**src/rtl/pwm_dt_pkg.sv**
```systemverilog
// Shared definitions for the dead-time generator: FSM state encoding and default widths.
package pwm_dt_pkg;

  localparam int DT_W_DEF = 8;

  typedef enum logic [2:0] {
    ST_IDLE    = 3'd0,
    ST_LO_ON   = 3'd1,
    ST_DT_RISE = 3'd2,
    ST_HI_ON   = 3'd3,
    ST_DT_FALL = 3'd4,
    ST_FAULT   = 3'd5
  } state_e;

  function automatic logic is_band(input state_e s);
    return (s == ST_DT_RISE) || (s == ST_DT_FALL);
  endfunction

endpackage

```
**src/rtl/pwm_deadtime_gen_sync_2ff.sv**
```systemverilog
// Two-flop synchroniser for an asynchronous active-low input; resets to the inactive level 1.
module sync_2ff (
  input  logic clk,
  input  logic rst_n,
  input  logic i_d,
  output logic o_q
);

  logic r_meta;
  logic r_sync;

  always_ff @(posedge clk or negedge rst_n) begin
    if (!rst_n) begin
      r_meta <= 1'b1;
      r_sync <= 1'b1;
    end else begin
      r_meta <= i_d;
      r_sync <= r_meta;
    end
  end

  assign o_q = r_sync;

endmodule

```
**src/rtl/pwm_deadtime_gen.sv**
```systemverilog
// Half-bridge gate driver: complementary gates with a programmable dead band on every edge.
// Optional latched fault input enabled by defining DEADTIME_FAULT_EN.
module pwm_deadtime_gen
  import pwm_dt_pkg::*;
#(
  parameter int DT_W = DT_W_DEF
) (
  input  logic            clk,
  input  logic            rst_n,
  input  logic            en,
  input  logic            pwm_in,
  input  logic [DT_W-1:0] dt_cycles,
`ifdef DEADTIME_FAULT_EN
  input  logic            fault_n,
  input  logic            fault_clr,
  output logic            fault_latched,
`endif
  output logic            gate_hi,
  output logic            gate_lo,
  output logic            in_deadband,
  output logic            swallow,
  output logic [2:0]      dbg_state
);

  state_e          r_state;
  state_e          w_next;
  logic [DT_W-1:0] r_cnt;
  logic [DT_W-1:0] w_cnt_next;
  logic [DT_W-1:0] w_d;
  logic            w_swallow;
  logic            r_gate_hi;
  logic            r_gate_lo;
  logic            r_in_deadband;
  logic            r_swallow;

`ifdef DEADTIME_FAULT_EN
  logic w_fault_n_sync;
  logic r_fault_latched;

  sync_2ff u_fault_sync (
    .clk   (clk),
    .rst_n (rst_n),
    .i_d   (fault_n),
    .o_q   (w_fault_n_sync)
  );
`endif

  assign w_d = (dt_cycles == '0) ? DT_W'(1) : dt_cycles;

  // A pwm_in reversal inside a band is checked before expiry so an aborted band never drives.
  always_comb begin
    w_next     = r_state;
    w_cnt_next = r_cnt;
    w_swallow  = 1'b0;
`ifdef DEADTIME_FAULT_EN
    if (!w_fault_n_sync) begin
      w_next     = ST_FAULT;
      w_cnt_next = '0;
    end else if (r_state == ST_FAULT) begin
      w_cnt_next = '0;
      if (fault_clr) w_next = ST_IDLE;
    end else
`endif
    if (!en) begin
      w_next     = ST_IDLE;
      w_cnt_next = '0;
    end else begin
      case (r_state)
        ST_IDLE: begin
          w_next     = pwm_in ? ST_DT_RISE : ST_DT_FALL;
          w_cnt_next = w_d - DT_W'(1);
        end
        ST_LO_ON: begin
          if (pwm_in) begin
            w_next     = ST_DT_RISE;
            w_cnt_next = w_d - DT_W'(1);
          end
        end
        ST_HI_ON: begin
          if (!pwm_in) begin
            w_next     = ST_DT_FALL;
            w_cnt_next = w_d - DT_W'(1);
          end
        end
        ST_DT_RISE: begin
          if (!pwm_in) begin
            w_next     = ST_LO_ON;
            w_cnt_next = '0;
            w_swallow  = 1'b1;
          end else if (r_cnt == '0) begin
            w_next = ST_HI_ON;
          end else begin
            w_cnt_next = r_cnt - DT_W'(1);
          end
        end
        ST_DT_FALL: begin
          if (pwm_in) begin
            w_next     = ST_HI_ON;
            w_cnt_next = '0;
            w_swallow  = 1'b1;
          end else if (r_cnt == '0) begin
            w_next = ST_LO_ON;
          end else begin
            w_cnt_next = r_cnt - DT_W'(1);
          end
        end
        default: begin
          w_next     = ST_IDLE;
          w_cnt_next = '0;
        end
      endcase
    end
  end

  // Outputs are a Moore decode of the next state so gates move on the sampling edge.
  always_ff @(posedge clk or negedge rst_n) begin
    if (!rst_n) begin
      r_state       <= ST_IDLE;
      r_cnt         <= '0;
      r_gate_hi     <= 1'b0;
      r_gate_lo     <= 1'b0;
      r_in_deadband <= 1'b0;
      r_swallow     <= 1'b0;
`ifdef DEADTIME_FAULT_EN
      r_fault_latched <= 1'b0;
`endif
    end else begin
      r_state       <= w_next;
      r_cnt         <= w_cnt_next;
      r_gate_hi     <= (w_next == ST_HI_ON);
      r_gate_lo     <= (w_next == ST_LO_ON);
      r_in_deadband <= is_band(w_next);
      r_swallow     <= w_swallow;
`ifdef DEADTIME_FAULT_EN
      r_fault_latched <= (w_next == ST_FAULT);
`endif
    end
  end

  assign gate_hi     = r_gate_hi;
  assign gate_lo     = r_gate_lo;
  assign in_deadband = r_in_deadband;
  assign swallow     = r_swallow;
  assign dbg_state   = r_state;
`ifdef DEADTIME_FAULT_EN
  assign fault_latched = r_fault_latched;
`endif

endmodule

```
**config.mk**
```make
export PLATFORM = sky130hd
export DESIGN_NAME = pwm_deadtime_gen
export DESIGN_NICKNAME = d
export VERILOG_FILES = /design/src/rtl/pwm_dt_pkg.sv /design/src/rtl/pwm_deadtime_gen_sync_2ff.sv /design/src/rtl/pwm_deadtime_gen.sv
export SDC_FILE = /design/constraint.sdc
export NUM_CORES = 1
export LEC_CHECK = 0
export ABC_AREA = 1
export BUFFER_PORTS_ARGS = -buffer_cell sky130_fd_sc_hd__buf_4
export CAP_MARGIN = 0
export CORE_UTILIZATION = 35
export CTS_CLUSTER_DIAMETER = 60
export DETAILED_ROUTE_END_ITERATION = 7
export RECOVER_POWER = 25
export SLEW_MARGIN = 40
export SYNTH_ARGS = -nofsm -noshare
export SYNTH_HDL_FRONTEND = slang
export SYNTH_SLANG_ARGS = --single-unit
export TNS_END_PERCENT = 100
```
**constraint.sdc**
```tcl
create_clock -name clk -period 2.8 [get_ports clk]
set_clock_uncertainty 0.05 [all_clocks]
set_input_delay 0.84 -clock clk [delete_from_list [all_inputs] [get_ports clk]]
set_output_delay 0.84 -clock clk [all_outputs]
set_load 0.01 [all_outputs]
```
Word-level counts from Yosys, hierarchy flattened
Index checks and enable logic that the tools add are counted.

word-level totals
  word-level logic and storage cells = 44
  output and inout bits = 7
  memories = 0
  input port bits = 12
  memory bits (read-only) = 0
  bits in writable memories = 0
  flip-flop bits (word level) = 15
  bits in latches = 0

cells by class
  shifts and indexed selects = 0
  $add $sub $neg = 2
  eq/ne operators = 10
  $lt $le $gt $ge = 0
  muxes and demuxes = 21
  bitwise logic cells = 0
  div/mod/pow operators = 0
  multipliers = 0
  reduce and logical (&&, ||, !) cells = 5

operator list
  operator               number
  $mux W8                7
  $pmux W8 S5            1
  $mux W3                8
  $logic_not A8 Y1       2
  $sub A8 B1 Y8 const B  2
  $pmux W3 S5            1
  $eq A3 B2 Y1 const B   4
  $eq A3 B1 Y1 const B   2
  $eq A3 B3 Y1 const B   2
  $ne A3 B3 Y1 const B   2
  $logic_not A3 Y1       1
  $mux W1                3
  $pmux W1 S2            1
  $reduce_and A2 Y1      1
  $logic_or A1 B1 Y1     1

Depth between registers and ports, before layout
  depth after elaboration = 7
  depth in mapped cells = 11
  mapped depth without buffers = 11

Worst setup path after synthesis
No wires, ideal clock.

  kind = input port to flip-flop
  from = in dt_cycles[4]
  to = reg r_cnt[2]
  data arrival time = 1.952 ns
  buffers on the path = 0
  stages on the path = 10
  required time = 2.623 ns
  library setup time = 0.127 ns
  slack = 0.671 ns
  cells stage by stage = inv_1 nand2_1 nor2_1 a21oi_1 ha_1 or2_2 nand3_1 o21ai_0 nand2_1 o21ai_0

between the ends
  cells in the longest elaborated chain, start to end = 6
  elaborated cells between the ends (all ways) = 7
  classes of those cells = add/sub: 1; mux: 5; reduce/logical: 1

RTL lines
  item                        RTL line                                                                source
  start: declaration          pwm_deadtime_gen.sv:12                                                  input logic [DT_W-1:0] dt_cycles,
  $logic_not A8 Y1 (*)        pwm_deadtime_gen.sv:48                                                  assign w_d = (dt_cycles == '0) ? DT_W'(1) : dt_cycles;
  $mux W8 (*)                 pwm_deadtime_gen.sv:48
  $sub A8 B1 Y8 (*)           pwm_deadtime_gen.sv:71, pwm_deadtime_gen.sv:76, pwm_deadtime_gen.sv:82
  $mux W8 (on tied branches)  pwm_deadtime_gen.sv:80, pwm_deadtime_gen.sv:74
  $pmux W8 S5 (*)             pwm_deadtime_gen.sv:68                                                  case (r_state)
  $mux W8 (*)                 pwm_deadtime_gen.sv:64                                                  if (!en) begin
  end signal: assignment      pwm_deadtime_gen.sv:129                                                 r_cnt <= w_cnt_next;
  end: declaration            pwm_deadtime_gen.sv:27                                                  logic [DT_W-1:0] r_cnt;

Mark *: on every way between the ends. The rest lies on a longest branch, timed or not. The select of a mux whose other input is x is not followed.
A chain may end at the register's enable or synchronous reset.

Worst setup path after layout
Ends and elaborated chain as after synthesis.

==> impl_metrics.json <==
{
  "synth_common_cells": "nand2_1 (50), inv_1 (26), nand3_1 (18)",
  "syn_inst": 167,
  "die_h_um": 57.9,
  "endpoint_kind": "flip-flop",
  "gr-total-overflow": 0,
  "tritoncts.num_buffers": 3,
  "tightest_slew_ns": 0.814,
  "status": "complete, but fails checks",
  "start_util_pct": 38.3,
  "htreeDepth": 1,
  "viasPerCell": 5.01,
  "wl_per_cell_um": 11.3,
  "die_w_um": 57.9,
  "seq_area_frac_synth_pct": 34.4,
  "antenna_cells": 0,
  "cts_tree": "built",
  "dp_hpwl_um": 1970,
  "cts-resized-gates": 0,
  "synthToLayoutAreaGrowth_pct": 17.0,
  "syn_avg_cell_area_um2": 6.54,
  "finalCriticalPeriod_ns": 2.09,
  "ant_nets": 0,
  "drt-total-wl_um": 2470,
  "worst_slack_ns": 0.709,
  "arrival_ns": 2.22,
  "start_kind": "input pin",
  "slowest_stage": "or2_2",
  "slowest_delay_ns": 0.28,
  "cts_hold_buf": 0,
  "grt_util_all_layers_pct": 16.7,
  "fin_setup_tns_ns": 0,
  "syn-cell-area_um2": 1090,
  "hold_viol_final": 0,
  "finalCritPeriodShare_pct": 74.7,
  "drtIter0Drc": 55,
  "drcViolationCount": 2,
  "ir_drop_v": 0.000202,
  "setup_viol": 0,
  "worst_slew_margin_rel_pct": 45.7,
  "pre_cts_slack_ns": 0.435,
  "die-area_um2": 3350,
  "ys_dominant_reg_cell": "dfrtp_1",
  "async_reset_ff_share_pct": 100,
  "routabilityCongestion": 0.861,
  "crit_chain": "buf_4 -> inv_1 -> nand2_1 -> nor2_1 -> a21oi_1 -> ha_1 -> or2_2 -> nand3_1 -> o21ai_0 -> nand2_1 -> o21ai_0",
  "clk_latency_ns": 0.29,
  "cp_max_fo": 4,
  "cts_num_sinks": 15,
  "leakage_nw": 0.711,
  "synth_edf_count": 0,
  "grt_pass1_wl_um": 4310,
  "rsz0062_at_grt": "false",
  "required_ns": 2.93,
  "drive_gt1_share_pct": 16.0,
  "vias": 1098,
  "ys_warn_count": 0,
  "yosysTopAreaCellShare_pct": 34.4,
  "critPathKind": "in -> reg",
  "io_pins": 19,
  "slew_viol_final": 0,
  "hp-class": "reg -> reg",
  "clockBufferDepth": 2,
  "fillers": 294,
  "synth.most_common_cell": "nand2_1",
  "clkTransAtPathRegs_ns": 0.09,
  "io_buffer_count": 18,
  "core_um2": 2850,
  "grt_max_degree": 16,
  "row_count": 19,
  "synth-seq-cells": 15,
  "post_cts_buffers": 0,
  "fmaxAchievable_ghz": 0.478,
  "antenna_found_initial": 0,
  "fin_nets": 204,
  "yosysTopAreaCell": "dfrtp_1",
  "drtPass1Iterations": 6,
  "synth.area.top_cells": "dfrtp_1 (34%), nand2_1 (17%), inv_1 (8.9%), nand3_1 (8.2%), o21ai_0 (5.5%)",
  "cts_root_buffer": "clkbuf_4",
  "drv_cap": 0,
  "grt_pass1_vias": 1002,
  "violations": "DRC",
  "powerDensity_nw_per_um2": 475,
  "ys_types": 22,
  "synth_fp_nets": 182
}
==> cell families (layout without fill, tap and decap cells) <==
logic type	Yosys count	after routing	synth area share, %
AO/OA/AOI/OAI	19	19	10.3
XOR/XNOR	3	3	2.41
adder cells (fa/ha/maj)	3	3	3.44
flip-flops	15	15	34.4
buffers and inverters	30	51	11.0
AND/OR/NAND/NOR	97	97	38.5
==> per-layer routing <==
layer	track usage (%)	up-vias	routed length, um
met5	0	-	0
met4	9.52	0	48
met3	1.34	4	67
met2	25.9	19	1140
met1	23.1	503	1220
li1	-	572	-
==> final cells by class <==
type | count | area (um2) | area share (%)
Multi-Input combinational cell | 122 | 597 | 46.7
Sequential cell | 15 | 375 | 29.4
Timing Repair Buffer | 18 | 131 | 10.3
Inverter | 29 | 109 | 8.52
Tap cell | 31 | 38.8 | 3.04
Clock buffer | 4 | 26.3 | 2.06
==> worst max-delay path, delay by kind of cell <==
family | cells | cell delay [ns]
AOI/OAI and AO/OA | 3 | 0.26
and+or+nand+nor | 5 | 0.68
adders and majority gates | 1 | 0.23
buffers and inverters | 2 | 0.21
==> registers in the layout, indices dropped and copies added, names as in the netlist <==
register and cells:
r_cnt 8, swallow 1, dbg_state 3, in_deadband 1
gate_hi 1, gate_lo 1
==> final timing paths <==
| kind | cells past startpoint | slack (ns) | end | startpoint |
|---|---|---|---|---|
| setup / recovery | 11 | 0.71 | r_cnt[2] | dt_cycles[4] |
| setup reg to reg | 11 | 1.26 | in_deadband | r_cnt[0] |
| hold reg to reg | 2 | 0.45 | r_cnt[0] | r_cnt[0] |
| hold / removal | 2 | 0.45 | r_cnt[0] | r_cnt[0] |
| min in group asynchronous | 1 | 0.56 | r_cnt[0] | rst_n |
| max in group asynchronous | 1 | 1.63 | r_cnt[1] | rst_n |
==> metrics by stage <==
| step | std cells | instance area [um2] | hold WS [ns] | utilization, % | power [W] |
|---|---|---|---|---|---|
| final | 219 | 1280 | 0.450 | 44.8 | 0.000607 |
| after global placement | 215 | 1250 | 0.428 | 44.0 | 0.000486 |
| after global routing | 219 | 1280 | 0.507 | 44.8 | 0.000665 |
| after CTS | 219 | 1280 | 0.342 | 44.9 | 0.000610 |
| after detailed placement | 215 | 1250 | 0.435 | 44.0 | 0.000488 |
| after floorplan | 167 | 1090 | 0.407 | - | 0.000420 |
==> layout by cell type, fill, tap and decap left out, drive strengths merged <==
master	instances
o21ai	13
buf	17
ha	3
xor2	2
inv	29
nand2	51
or2	2
a21oi	5
nor2	18
dfrtp	15
nor3	1
xnor2	1
o211ai	1
clkbuf	5
nand4	7
nand3	18
==> report_power, final <==
| part | total [W] | internal, W | switching [W] |
|---|---|---|---|
| combinational | 0.000225 | 0.0000852 | 0.000139 |
| sequential | 0.000259 | 0.000240 | 0.0000186 |
| clock | 0.000124 | 0.0000554 | 0.0000682 |
| total | 0.000607 | 0.000381 | 0.000226 |
Power figures use the tool's default switching activity.
